## config.mk

```make
export PLATFORM = sky130hd
export DESIGN_NAME = spike_encoder
export DESIGN_NICKNAME = d
export VERILOG_FILES = /design/src/rtl/snn_pkg.sv /design/src/rtl/spike_lfsr.sv /design/src/rtl/spike_encoder.sv
export SDC_FILE = /design/constraint.sdc
export NUM_CORES = 1
export LEC_CHECK = 0
export BUFFER_PORTS_ARGS = -buffer_cell sky130_fd_sc_hd__buf_2
export CAP_MARGIN = 20
export CORE_ASPECT_RATIO = 0.5
export CORE_MARGIN = 2
export CORE_UTILIZATION = 41
export DETAILED_ROUTE_END_ITERATION = 12
export PLACE_DENSITY = 0.59
export SYNTH_ARGS = -nofsm -noshare
export SYNTH_HDL_FRONTEND = slang
export SYNTH_SLANG_ARGS = --single-unit
```

## constraint.sdc

```tcl
create_clock -name clk -period 2.06 [get_ports clk]
set_clock_uncertainty 0.2 [all_clocks]
set_input_delay 0 -clock clk [delete_from_list [all_inputs] [get_ports clk]]
set_output_delay 0 -clock clk [all_outputs]
set_load 0.02 [all_outputs]
```

## src/rtl/snn_pkg.sv

```systemverilog
// Shared types and constants for the spike encoder: FSM states, LFSR mask,
// default widths and LFSR helper functions.
package snn_pkg;

    typedef enum logic [1:0] {
        IDLE = 2'd0,
        RUN  = 2'd1,
        DONE = 2'd2
    } enc_state_t;

    localparam logic [15:0] LFSR_MASK          = 16'hB400;
    localparam int          DEF_NUM_INPUTS     = 4;
    localparam int          DEF_PIXEL_SIZE     = 8;
    localparam int          DEF_NUM_STEPS      = 16;
    localparam int          DEF_PIX_ADDR_WIDTH = 10;

    function automatic logic [15:0] lfsr_step(input logic [15:0] v);
        return v[0] ? ((v >> 1) ^ LFSR_MASK) : (v >> 1);
    endfunction

    // All-zero is the lock-up state of a Galois LFSR, so it is never used as a seed.
    function automatic logic [15:0] lfsr_seed(input logic [15:0] base, input int idx);
        logic [15:0] s;
        s = base + 16'(idx);
        return (s == 16'd0) ? 16'd1 : s;
    endfunction

endpackage

```

## src/rtl/spike_lfsr.sv

```systemverilog
// One 16-bit Galois LFSR with synchronous load and step enable.
module spike_lfsr
    import snn_pkg::*;
(
    input  logic        clk,
    input  logic        rst,
    input  logic        load,
    input  logic        en,
    input  logic [15:0] seed,
    output logic [15:0] lfsr
);

    always_ff @(posedge clk or negedge rst) begin
        if (!rst)
            lfsr <= 16'd1;
        else if (load)
            lfsr <= seed;
        else if (en)
            lfsr <= lfsr_step(lfsr);
    end

endmodule

```

## src/rtl/spike_encoder.sv

```systemverilog
// Rate encoder: turns stored pixel intensities into spike trains over NUM_STEPS
// timesteps. Define SPIKE_ENCODER_LFSR_EN for stochastic (LFSR) encoding.
module spike_encoder
    import snn_pkg::*;
#(
    parameter int          NUM_INPUTS     = DEF_NUM_INPUTS,
    parameter int          PIXEL_SIZE     = DEF_PIXEL_SIZE,
    parameter int          NUM_STEPS      = DEF_NUM_STEPS,
    parameter int          PIX_ADDR_WIDTH = DEF_PIX_ADDR_WIDTH,
    parameter logic [15:0] SEED           = 16'hACE1
) (
    input  logic                      clk,
    input  logic                      rst,
    input  logic [PIX_ADDR_WIDTH-1:0] pix_addr,
    input  logic [PIXEL_SIZE-1:0]     pix_din,
    input  logic                      pix_wen,
    output logic [PIXEL_SIZE-1:0]     pix_dout,
    input  logic                      start,
    input  logic                      hold,
    output logic                      busy,
    output logic                      done,
    output logic [NUM_INPUTS-1:0]     spike_out,
    output logic                      spike_valid,
    output logic [15:0]               step
);

    localparam logic [16:0] STEPS_TOTAL = 17'(NUM_STEPS);

    enc_state_t state, next_state;
    logic [NUM_INPUTS-1:0][PIXEL_SIZE-1:0] pixel;
    logic [NUM_INPUTS-1:0]                 spike_calc;
    logic [16:0]                           cnt;
    logic                                  finished, launch, advance;

    // cnt counts emitted timesteps; RUN lingers one cycle after the last one
    // so done lands in the cycle right after the final spike_valid.
    assign finished = (cnt == STEPS_TOTAL);
    assign launch   = (state == IDLE) && start;
    assign advance  = (state == RUN) && !finished && !hold;
    assign busy     = (state == RUN);
    assign done     = (state == DONE);

    always_ff @(posedge clk or negedge rst) begin
        if (!rst)
            state <= IDLE;
        else
            state <= next_state;
    end

    always_comb begin
        next_state = state;
        case (state)
            IDLE:    if (start) next_state = RUN;
            RUN:     if (finished) next_state = DONE;
            DONE:    next_state = IDLE;
            default: next_state = IDLE;
        endcase
    end

    always_ff @(posedge clk or negedge rst) begin
        if (!rst) begin
            pixel <= '0;
        end else if (pix_wen && state != RUN) begin
            for (int i = 0; i < NUM_INPUTS; i++)
                if (pix_addr == PIX_ADDR_WIDTH'(i))
                    pixel[i] <= pix_din;
        end
    end

    always_comb begin
        pix_dout = '0;
        for (int i = 0; i < NUM_INPUTS; i++)
            if (pix_addr == PIX_ADDR_WIDTH'(i))
                pix_dout = pixel[i];
    end

`ifdef SPIKE_ENCODER_LFSR_EN
    for (genvar g = 0; g < NUM_INPUTS; g++) begin : g_lfsr
        logic [15:0] lfsr_q;

        spike_lfsr u_lfsr (
            .clk  (clk),
            .rst  (rst),
            .load (launch),
            .en   (advance),
            .seed (lfsr_seed(SEED, g)),
            .lfsr (lfsr_q)
        );

        assign spike_calc[g] = (lfsr_q[PIXEL_SIZE-1:0] < pixel[g]);
    end
`else
    logic [NUM_INPUTS-1:0][PIXEL_SIZE-1:0] acc;
    logic [NUM_INPUTS-1:0][PIXEL_SIZE:0]   acc_next;

    // Phase accumulator: the carry out fires at a rate of pixel / 2^PIXEL_SIZE.
    always_comb begin
        acc_next   = '0;
        spike_calc = '0;
        for (int i = 0; i < NUM_INPUTS; i++) begin
            acc_next[i]   = {1'b0, acc[i]} + {1'b0, pixel[i]};
            spike_calc[i] = acc_next[i][PIXEL_SIZE];
        end
    end

    always_ff @(posedge clk or negedge rst) begin
        if (!rst) begin
            acc <= '0;
        end else if (launch) begin
            acc <= '0;
        end else if (advance) begin
            for (int i = 0; i < NUM_INPUTS; i++)
                acc[i] <= acc_next[i][PIXEL_SIZE-1:0];
        end
    end
`endif

    always_ff @(posedge clk or negedge rst) begin
        if (!rst) begin
            spike_valid <= 1'b0;
            spike_out   <= '0;
            step        <= 16'd0;
            cnt         <= 17'd0;
        end else begin
            spike_valid <= advance;
            spike_out   <= advance ? spike_calc : '0;
            if (launch) begin
                cnt  <= 17'd0;
                step <= 16'd0;
            end else if (advance) begin
                cnt  <= cnt + 17'd1;
                step <= cnt[15:0];
            end
        end
    end

endmodule

```

Word level (Yosys, flattened, before mapping)
Cells that the tools add are included.
{ "op_classes": {"reduce_logical": 14, "muxes": 14, "eq_ne": 9, "addsub": 5} }
{ "op_table": {"columns": ["op", "n"], "rows": [
  ["2-to-1 mux 32 bit", 2],
  ["adder 8 x 8 -> 9 bit", 4],
  ["2-to-1 mux 17 bit", 2],
  ["2-to-1 mux 16 bit", 2],
  ["2-to-1 mux 8 bit", 4],
  ["== test 10 x 2 -> 1 bit (second input constant)", 2],
  ["adder 17 x 1 -> 17 bit (second input constant)", 1],
  ["== test 17 x 5 -> 1 bit (second input constant)", 1],
  ["== test 10 x 1 -> 1 bit (second input constant)", 1],
  ["zero test 10 bit", 1],
  ["AND reduction 2 bit", 5],
  ["logical AND 1 bit", 4],
  ["2-to-1 mux 2 bit", 2],
  ["2-to-1 mux 4 bit", 1],
  ["inequality test 2 x 1 -> 1 bit (second input constant)", 2],
  ["case mux 2 bit (2 select lines)", 1],
  ["== test 2 x 1 -> 1 bit (second input constant)", 1],
  ["== test 2 bit (second input constant)", 1],
  ["zero test 1 bit", 2],
  ["zero test 2 bit", 1],
  ["inequality test 2 bit (second input constant)", 1],
  ["nonzero test 2 bit", 1]
]} }
{ "word_totals": {"reg_bits": 104, "word_cells": 55, "input_bits": 23} }

Logic depth before layout (Yosys ltp)
Gate-level depths: netlist of the first run.
{ "logic_depth": {"word_depth": 6, "depth_mapped": 9} }

Worst setup path before layout of the first run
Ideal clock, no wire load.
{ "synth_timing": {"path_type": "register -> register", "start": "register pixel[0] (netlist bit)", "end": "register acc[6] (netlist bit)", "path_slack_ns": -0.064, "path_buffers": 0, "t_required_ns": 1.732, "path_stages_with_launch": 8, "setup_ns": 0.128, "t_arrival_ns": 1.797, "cell_sequence": "dfrtp_1 ha_1 fa_1 a211oi_1 o21bai_1 a21oi_1 xor2_1 o21ai_0"} }
{ "synth_between": {"elab_chain_cells": 3} }
{ "synth_lines": {"columns": ["element", "line_no", "text"], "rows": [
  ["start, declared", "spike_encoder.sv:30", "logic [NUM_INPUTS-1:0][PIXEL_SIZE-1:0] pixel;"],
  ["start signal, assigned by index", "spike_encoder.sv:66", "pixel[i] <= pix_din;"],
  ["adder 8 x 8 -> 9 bit", "spike_encoder.sv:101", "acc_next[i] = {1'b0, acc[i]} + {1'b0, pixel[i]};"],
  ["2-to-1 mux 32 bit", "spike_encoder.sv:111", "end else if (advance) begin"],
  ["2-to-1 mux 32 bit", "spike_encoder.sv:109", "end else if (launch) begin"],
  ["end signal, assigned by index", "spike_encoder.sv:113", "acc[i] <= acc_next[i][PIXEL_SIZE-1:0];"],
  ["end, declared", "spike_encoder.sv:93", "logic [NUM_INPUTS-1:0][PIXEL_SIZE-1:0] acc;"]
]} }
No other way between the ends. The select of a mux whose other input is x is not followed.
A chain may end at the register's enable or synchronous reset.

Worst setup path in the final report of the first run
{ "layout_timing": {"start": "register acc[16] (netlist bit)", "end": "register acc[22] (netlist bit)"} }
{ "layout_between": {"elab_chain_cells": 3} }
{ "layout_lines": {"columns": ["element", "line_no"], "rows": [
  ["adder 8 x 8 -> 9 bit", "spike_encoder.sv:101"],
  ["2-to-1 mux 32 bit", "spike_encoder.sv:111"],
  ["2-to-1 mux 32 bit", "spike_encoder.sv:109"]
]} }
No other way between the ends. The select of a mux whose other input is x is not followed.

==> out/qor.yml, run 1 <==
yosys:
  synth_edf_count: 0
  ys.warnings.count: 0
  synthArstFlopShare_pct: 100.0
  synth_cell_types: 41
  netlist_area_sq_mm: 0.005627
  avgSynthCellArea_sq_um: 10.80
  yosysSeqAreaShare_pct: 46.25
  netlist_instances: 521
  synth_ff_type: "dfrtp_1"
  synth_seq_cells: 104
  synth_fp_nets: 582
floorplanning:
  start_util_pct: 41.75
  die_x_um: 169.7
  rows: 30
  die_y_um: 86.84
  die_area_sq_mm: 0.01473
  ios: 54
  core-area_sq_mm: 0.01348
outcome:
  run_status: "complete, no violations"
critical_path:
  crit_path_end_kind: "flop"
  cpMaxStageDelayCell: "dfrtp_1"
  critPathTopFamily: "compound AO/OA/AOI/OAI gates"
  worst-path-buf-inv: 0
  r2r-start: "acc[16]"
  cp-start-kind: "flop"
  path_class: "flop to flop"
  reg2reg_depth: 7
  worstReg2RegEnd: "acc[22]"
  crit_fanout: 2
  required_ns: 2.09
  worstPathArrival_ns: 2.06
  crit_path_max_incr_delay_ns: 0.39
  path_cells: "ha_2, fa_2, a211oi_2, o21bai_1, a21oi_2, xor2_1, o21ai_1"
  regToRegSetupSlack_ns: 0.03
power:
  power_density_mw_per_mm2: 605.5
  peakVddDrop_mv: 0.3712
  power.total_mw: 4.516
  p_leak_nw: 3.681
cts:
  cts_buffer_depth: 2
  htreeDepth: 3
  cts_tree: "built"
  clk_pin_slew_worst_paths_ns: 0.07
  cts_made_buffers: 9
  clock_sinks: 104
  clkLatencyLatePin_ns: 0.35
  cts_root_buf: "clkbuf_16"
sta:
  period_share_pct: 98.62
  hold_viol_final: 0
  setup_viol: 0
  slew_violations: 0
  grt_setup_unrepaired: "true"
  tightest_slew_ns: 0.4524
  tns_ns: 0
  min_period_ns: 2.032
  whs_ns: 0.1021
  slew_headroom_pct: 69.52
  max_freq_ghz: 0.4922
finish:
  fin_nets: 723
  final_common_cell: "dfrtp_1"
  antenna_cells: 0
  instances_no_fill: 842
  final_cell_mix: "dfrtp_1 (104), buf_4 (72), nand3_1 (60)"
  syn2layout_area_growth_pct: 32.53
  drive_gt1_share_pct: 37.24
detailed_routing:
  num_vias: 4442
  drc: 0
  drtIter0Drc: 221
  vias_per_cell: 5.276
  drtAntennaViolNets: 0
  drtPass1Iterations: 4
  routed_wl_um: 13430
  wl_per_cell_um: 15.94
placed_design:
  hpwlAfterDp_um: 9570
  port_buffers: 53
  dp.cells: 799
  gp_congestion: 0.8279
worst_hold_path:
  hold_end: "pixel[11]"
  hold_start: "pix_wen"
  hold_depth: 5
  min_path_type: "primary input to flop"
run:
  drv_cap: 0
grt:
  antenna_found_initial: 0
  grt.total_usage_pct: 18.81
  grt_pass1_vias: 4327
  grt_pass1_wl_um: 21690
  grt_start_max_net_pins: 54
  grt.overflow.total: 0
[cells by family after synthesis]
| logic type | share of synthesized area [%] |
|---|---|
| AOI/OAI and AO/OA | 11.36 |
| xor gates and xnor gates | 4.203 |
| DFF | 46.25 |
| adders and majority gates | 8.984 |
| and+or+nand+nor | 16.54 |
| buffers and inverters | 2.335 |
| muxes | 10.32 |
[worst min-delay path: stages]
cell	delay, ns
buf_2	0.11
nand4_4	0.11
nor3b_4	0.06
buf_12	0.14
mux2_4	0.18
[worst max path at each step]
stage          startpoint      end  slack, ns  depth (start not counted)
2_1_floorplan    pixel[0]   acc[6]      -0.02                          7
3_3_place_gp     pixel[0]   acc[6]      -0.12                          7
4_1_cts            acc[8]  acc[14]      -0.02                          7
3_5_place_dp     pixel[0]   acc[6]      -0.14                          7
5_1_grt           acc[16]  acc[22]      -0.09                          7
6_report          acc[16]  acc[22]       0.03                          7
[what timing repair did]
| item | 4_1_cts | 5_1_grt |
|---|---|---|
| hold buffers | 13 | 0 |
| resized for setup | 12 | 42 |
| setup buffers | 5 | 10 |
| setup endpoints to repair | 8 | 48 |
| hold endpoints to repair | 142 | 0 |
| pin swaps | 15 | 21 |
| cloned | 0 | 1 |
[per-stage QoR]
stage | cell area (sq um) | util, % | setup WS (ns)
final | 7457 | 55.34 | 0.02833
after floorplan | 5642 | - | -0.01942
after detailed placement | 6696 | 49.69 | -0.1430
after global placement | 6696 | 49.69 | -0.1158
after global routing | 7457 | 55.34 | -0.09222
after CTS | 7188 | 53.34 | -0.01840
[cell type report]
cell class                      instances  area, sq um
Timing Repair Buffer                  149         1192
Inverter                               12        45.04
Fill cell                            1153         6018
Tap cell                              176        220.2
Multi-Input combinational cell        386         3109
Clock buffer                           10        229.0
Sequential cell                       104         2603
Clock inverter                          5        58.81
[per-layer routing]
layer  wire [um]  GRT usage [%]
met1        6681          26.41
met2        6152          30.13
met3         428          3.744
met4         163          4.973
met5           0              0
[state kept, by name, summed over array words and instances, names as in the netlist]
signal       count
spike_out        4
step            16
pixel           32
cnt             17
spike_valid      1
state            2
acc             32
[report_power, final]
| group | leakage (nW) | internal, mW | switching, mW |
|---|---|---|---|
| Sequential | 1.41 | 2.14 | 0.0543 |
| Combinational | 2.13 | 0.275 | 0.360 |
| Clock | 0.135 | 0.936 | 0.754 |
[synth_stat cells (all sizes together) (9+ instances only)]
cell type    n  area (sq um)
dfrtp      104          2603
nand3       61         305.3
nand2       48         180.2
o21ai       45         225.2
ha          34         425.4
mux2        32         390.4
nor2        24         90.09
a21oi       17         85.08
xor2        17         148.9
a211oi      12         90.09
inv         12         45.04
o31ai       12         90.09
clkbuf      11         41.29
xnor2       10         87.58
and3         9         66.32
nand2b       9         56.30
No activity file was read; power rests on OpenSTA's default activity.
==> inputs of run 2 (changes only) <==
--- a/config.mk
+++ b/config.mk
@@ -5,6 +5,7 @@
 export SDC_FILE = /design/constraint.sdc
 export NUM_CORES = 1
 export LEC_CHECK = 0
+export ABC_AREA = 1
 export BUFFER_PORTS_ARGS = -buffer_cell sky130_fd_sc_hd__buf_2
 export CAP_MARGIN = 20
 export CORE_ASPECT_RATIO = 0.5
==> out/qor.yml, run 2 <==
outcome:
  run_status: "complete, no violations"
detailed_routing:
  routed_wl_um: 15550
  wl_per_cell_um: 14.56
  vias_per_cell: 5.064
  num_vias: 5408
  drtIter0Drc: 294
  drtAntennaViolNets: 0
  drtPass1Iterations: 5
  drc: 0
grt:
  grt_pass1_wl_um: 25810
  top_usage_layer: "met2"
  grt_use_met1_pct: 26.84
  antenna_found_initial: 0
  grt.total_usage_pct: 19.98
  met2_usage_pct: 32.63
  grt.overflow.total: 0
  met3_usage_pct: 3.559
  grt_pass1_vias: 5257
  grt_start_max_net_pins: 58
yosys:
  synth_cell_types: 34
  post-synth-top-area-cell: "dfrtp_1"
  ys.warnings.count: 0
  yosysTopAreaCellShare_pct: 41.68
  yosysSeqAreaShare_pct: 41.68
  synth_ff_type: "dfrtp_1"
  netlist_top_cells_area: "dfrtp_1 (42%), nand2_1 (13%), nand3_1 (7.4%)"
  netlist_instances: 800
  netlist_area_sq_mm: 0.006245
  avgSynthCellArea_sq_um: 7.806
  synth_edf_count: 0
  synthArstFlopShare_pct: 100.0
  synth_fp_nets: 861
  yosysMostFrequentCell: "nand2_1"
  synth_common_cells: "nand2_1 (216), dfrtp_1 (104), nand3_1 (92)"
  synth_seq_cells: 104
sta:
  setup_viol: 0
  slew_headroom_pct: 64.12
  min_period_ns: 1.924
  max_freq_ghz: 0.5198
  hold_viol_final: 0
  tightest_slew_ns: 0.5382
  period_share_pct: 93.39
  slew_violations: 0
  tns_ns: 0
finish:
  final_common_cell: "nand2_1"
  fin_nets: 926
  utilization_pct: 49.27
  antenna_cells: 0
  drive_gt1_share_pct: 13.56
  syn2layout_area_growth_pct: 15.67
  final_cell_mix: "nand2_1 (216), dfrtp_1 (103), nand3_1 (92)"
  reg_top3: "acc x32, pixel x32, cnt x17"
power:
  power_density_mw_per_mm2: 754.7
  p_leak_nw: 3.748
  peakVddDrop_mv: 0.4521
cts:
  cts_made_buffers: 9
  clock_sinks: 104
  cts_root_buf: "clkbuf_16"
  cts_buffer_depth: 2
  clk_pin_slew_worst_paths_ns: 0.08
  clkLatencyLatePin_ns: 0.36
  htreeDepth: 3
  cts_tree: "built"
floorplanning:
  rows: 31
  die_y_um: 91.27
  die_x_um: 178.5
  core-area_sq_mm: 0.01466
  ios: 54
  start_util_pct: 42.59
  die_area_sq_mm: 0.01629
placed_design:
  hpwlAfterDp_um: 10580
  port_buffers: 53
  gp_congestion: 0.9245
run:
  drv_cap: 0
critical_path:
  path_class: "flop to flop"
  required_ns: 2.11
  crit_fanout: 3
  crit_path_end_kind: "flop"
  cp-start-kind: "flop"
  worstPathArrival_ns: 1.97
worst_hold_path:
  min_path_type: "primary input to flop"
-- run 2: timing repair --
item                                   CTS  global route
setup buffers                            0             4
endpoints found under the hold margin  136             1
setup endpoints to repair                0            66
resized for setup                        0            17
hold buffers                            11             1
-- run 2: layout make-up --
class	count	area, sq um
well taps	198	247.7
clock inverters	6	66.31
multi-input cells	600	3196
clock buffers	10	239.0
flip-flops and latches	104	2604
repair buffers	86	623.1
fillers	1444	7438
inverters	64	247.7
-- run 2: cell families after synthesis --
kind of cell,Yosys count,synth area share [%]
and+or+nand+nor,429,30.70
AOI/OAI and AO/OA,116,9.657
DFF,104,41.68
buffers and inverters,96,7.493
adders and majority gates,38,8.095
xor gates and xnor gates,17,2.384
-- run 2: worst max-delay path, cell delays in order, from the launching register on --
cell	delay, ns
dfrtp_1	0.41
ha_1	0.24
fa_1	0.41
nand3_1	0.10
nand2_1	0.10
nand2_1	0.07
nand2_1	0.06
nor2_1	0.09
nor2_1	0.05
nand2_1	0.06
nand2_1	0.04
-- run 2: path summary, 6_finish.rpt --
| path | to | from | slack (ns) | depth (start not counted) |
|---|---|---|---|---|
| worst max register to register | acc[22] | pixel[16] | 0.14 | 10 |
| worst max-delay path | acc[22] | pixel[16] | 0.14 | 10 |
| max in group asynchronous | step[3] | rst | 0.48 | 4 |
| worst min register to register | step[6] | step[6] | 0.30 | 2 |
| worst min-delay path | cnt[14] | start | 0.03 | 5 |
| min in group asynchronous | cnt[6] | rst | 0.50 | 3 |
-- run 2: power by group --
group | total (mW) | internal [mW] | switching, mW
Combinational | 1.32 | 0.468 | 0.854
Clock | 1.79 | 0.984 | 0.807
Sequential | 2.34 | 2.21 | 0.130
-- run 2: metal layers --
layer / wire, um / vias up
li1: - / 2770
met5: 0 / -
met4: 224 / 0
met2: 7368 / 74
met3: 507 / 16
met1: 7452 / 2548
-- run 2: through the flow --
| stage | area, sq um | hold slack (ns) | worst slack, ns | total power [mW] | std cells |
|---|---|---|---|---|---|
| final | 7223 | 0.02652 | 0.1362 | 5.451 | 1068 |
| after global routing | 7223 | 0.04968 | -0.006080 | 5.751 | 1068 |
| after CTS | 7093 | 0.01896 | 0.009206 | 5.330 | 1061 |
| after detailed placement | 6678 | -0.1855 | 0.04552 | 3.524 | 1034 |
| after global placement | 6678 | -0.1772 | 0.07932 | 3.508 | 1034 |
| after floorplan | 6245 | -0.4956 | 0.1667 | 3.190 | 800 |
==> inputs of run 3 (changes only) <==
--- a/config.mk
+++ b/config.mk
@@ -12,7 +12,7 @@
 export CORE_MARGIN = 2
 export CORE_UTILIZATION = 41
 export DETAILED_ROUTE_END_ITERATION = 12
-export PLACE_DENSITY = 0.59
+export REMOVE_ABC_BUFFERS = 1
 export SYNTH_ARGS = -nofsm -noshare
 export SYNTH_HDL_FRONTEND = slang
 export SYNTH_SLANG_ARGS = --single-unit
==> constraint.sdc (replaced) <==
create_clock -name clk -period 2.5 [get_ports clk]
set_clock_uncertainty 0.2 [all_clocks]
set_input_delay 0 -clock clk [delete_from_list [all_inputs] [get_ports clk]]
set_output_delay 0 -clock clk [all_outputs]
set_load 0.02 [all_outputs]
==> out/qor.yml, run 3 (same netlist as run 2, synthesis figures left out) <==
placed_design:
  placed_cell_area_sq_mm: 0.006630
  gp_congestion: 0.8379
  hpwlAfterDp_um: 10470
  dp_slack_ns: 0.4019
  port_buffers: 53
grt:
  antenna_found_initial: 0
  grt_start_max_net_pins: 52
  grt.overflow.total: 0
  grt_pass1_wl_um: 25160
  grt.total_usage_pct: 19.40
  grt_pass1_vias: 5137
floorplanning:
  die_x_um: 178.5
  start_util_pct: 42.59
  rows: 31
  core-area_sq_mm: 0.01466
  die_y_um: 91.27
  die_area_sq_mm: 0.01629
  ios: 54
worst_hold_path:
  min_path_type: "primary input to async pin"
detailed_routing:
  vias_per_cell: 5.076
  drtIter0Drc: 360
  wl_per_cell_um: 13.77
  drtPass1Iterations: 5
  drc: 0
  routed_wl_um: 14510
  drtAntennaViolNets: 0
  num_vias: 5350
critical_path:
  required_ns: 2.30
  path_class: "primary input to primary output"
  critPathTopFamily: "buffers and inverters"
  startpoint: "pix_addr[0]"
  r2r-start: "pixel[24]"
  worst-path-buf-inv: 5
  worstPathArrival_ns: 2.14
  path_cells: "dlygate4sd3_1, buf_2, inv_1, nand2_2, o21ai_0, inv_1, o21ai_0, buf_2"
  crit_path_end_kind: "primary output"
  crit_fanout: 12
  cpMaxStageDelayCell: "dlygate4sd3_1"
  cp-start-kind: "primary input"
  crit_path_max_incr_delay_ns: 0.53
power:
  power_density_mw_per_mm2: 595.1
  power_frac_clock_pct: 31.7
  peakVddDrop_mv: 0.3524
  p_sw_share_pct: 32.66
  power_frac_seq_pct: 46.1
  power.total_mw: 4.181
  p_sw_mw: 1.365
  p_leak_nw: 3.633
  intPower_mw: 2.815
  combPwrFrac_pct: 22.2
finish:
  fin_nets: 912
  final_area_sq_mm: 0.007025
  final_common_cell: "nand2_1"
  antenna_cells: 0
  syn2layout_area_growth_pct: 12.50
  reg_top3: "acc x32, pixel x32, cnt x17"
  final_cell_mix: "nand2_1 (216), dfrtp_1 (104), nand3_1 (92)"
  drive_gt1_share_pct: 11.45
  fillers: 1483
sta:
  tightest_slew_ns: 0.5819
  slew_violations: 0
  tns_ns: 0
  max_freq_ghz: 0.4282
  slew_headroom_pct: 61.21
  whs_ns: -0.02177
  setup_viol: 0
  worst_slack_ns: 0.1649
  period_share_pct: 93.41
  min_period_ns: 2.335
  hold_viol_final: 13
  grt_setup_unrepaired: "false"
cts:
  clkLatencyLatePin_ns: 0.35
  cts_buffer_depth: 2
  postCtsSetupBuffers: 0
  htreeDepth: 3
  cts_made_buffers: 9
  clock_sinks: 104
  cts_tree: "built"
  cts_root_buf: "clkbuf_16"
  clk_pin_slew_worst_paths_ns: 0.07
outcome:
  run_status: "finished with violations"
  failed_checks: "negative hold slack"
run:
  drv_cap: 0
-- run 3: worst paths after layout --
kind / endpoint / slack, ns / cells after the start
setup / recovery: pix_dout[0] / 0.16 / 8
hold / removal: cnt[0] / -0.02 / 2
setup reg to reg: acc[30] / 0.41 / 9
hold reg to reg: step[3] / 0.31 / 2
max in group asynchronous: pixel[23] / 1.31 / 3
min in group clk: pixel[27] / 0.07 / 5
-- run 3: area by class of cell --
type,count,area [sq um],share of cell area [%]
sequential,104,2603,37.04
timing repair buffer,72,478.0,6.803
tap,198,247.7,3.526
multi-input combinational,600,3182,45.29
clock buffer,11,242.7,3.455
clock inverter,5,32.53,0.4630
inverter,64,240.2,3.419
-- run 3: repair_timing --
item                                   4_1_cts  5_1_grt
resized for setup                            0        0
endpoints found under the hold margin      113        0
hold buffers                                12        0
setup endpoints to repair                    0        0
-- run 3: layer usage --
layer,track usage [%],vias to the layer above,routed length (um)
li1,-,2727,-
met2,31.18,102,6491
met1,27.36,2510,7237
met5,0,-,0
met4,3.659,0,121
met3,3.811,11,664
-- run 3: metrics by stage --
step	util [%]	instances	hold WS, ns
3_5_place_dp	45.22	1026	-0.1474
3_3_place_gp	45.22	1026	-0.1579
4_1_cts	47.92	1054	0.01235
5_1_grt	47.92	1054	0.06279
2_1_floorplan	-	768	-0.4956
6_report	47.92	1054	-0.02177
-- run 3: power groups by stage --
stage / clock, mW / combinational (mW) / sequential (mW)
after global placement: 0 / 0.923 / 1.95
after CTS: 1.38 / 0.948 / 1.93
after global routing: 1.44 / 1.06 / 1.95
after detailed placement: 0 / 0.930 / 1.96
after floorplan: 0 / 0.534 / 1.99
final: 1.32 / 0.930 / 1.93
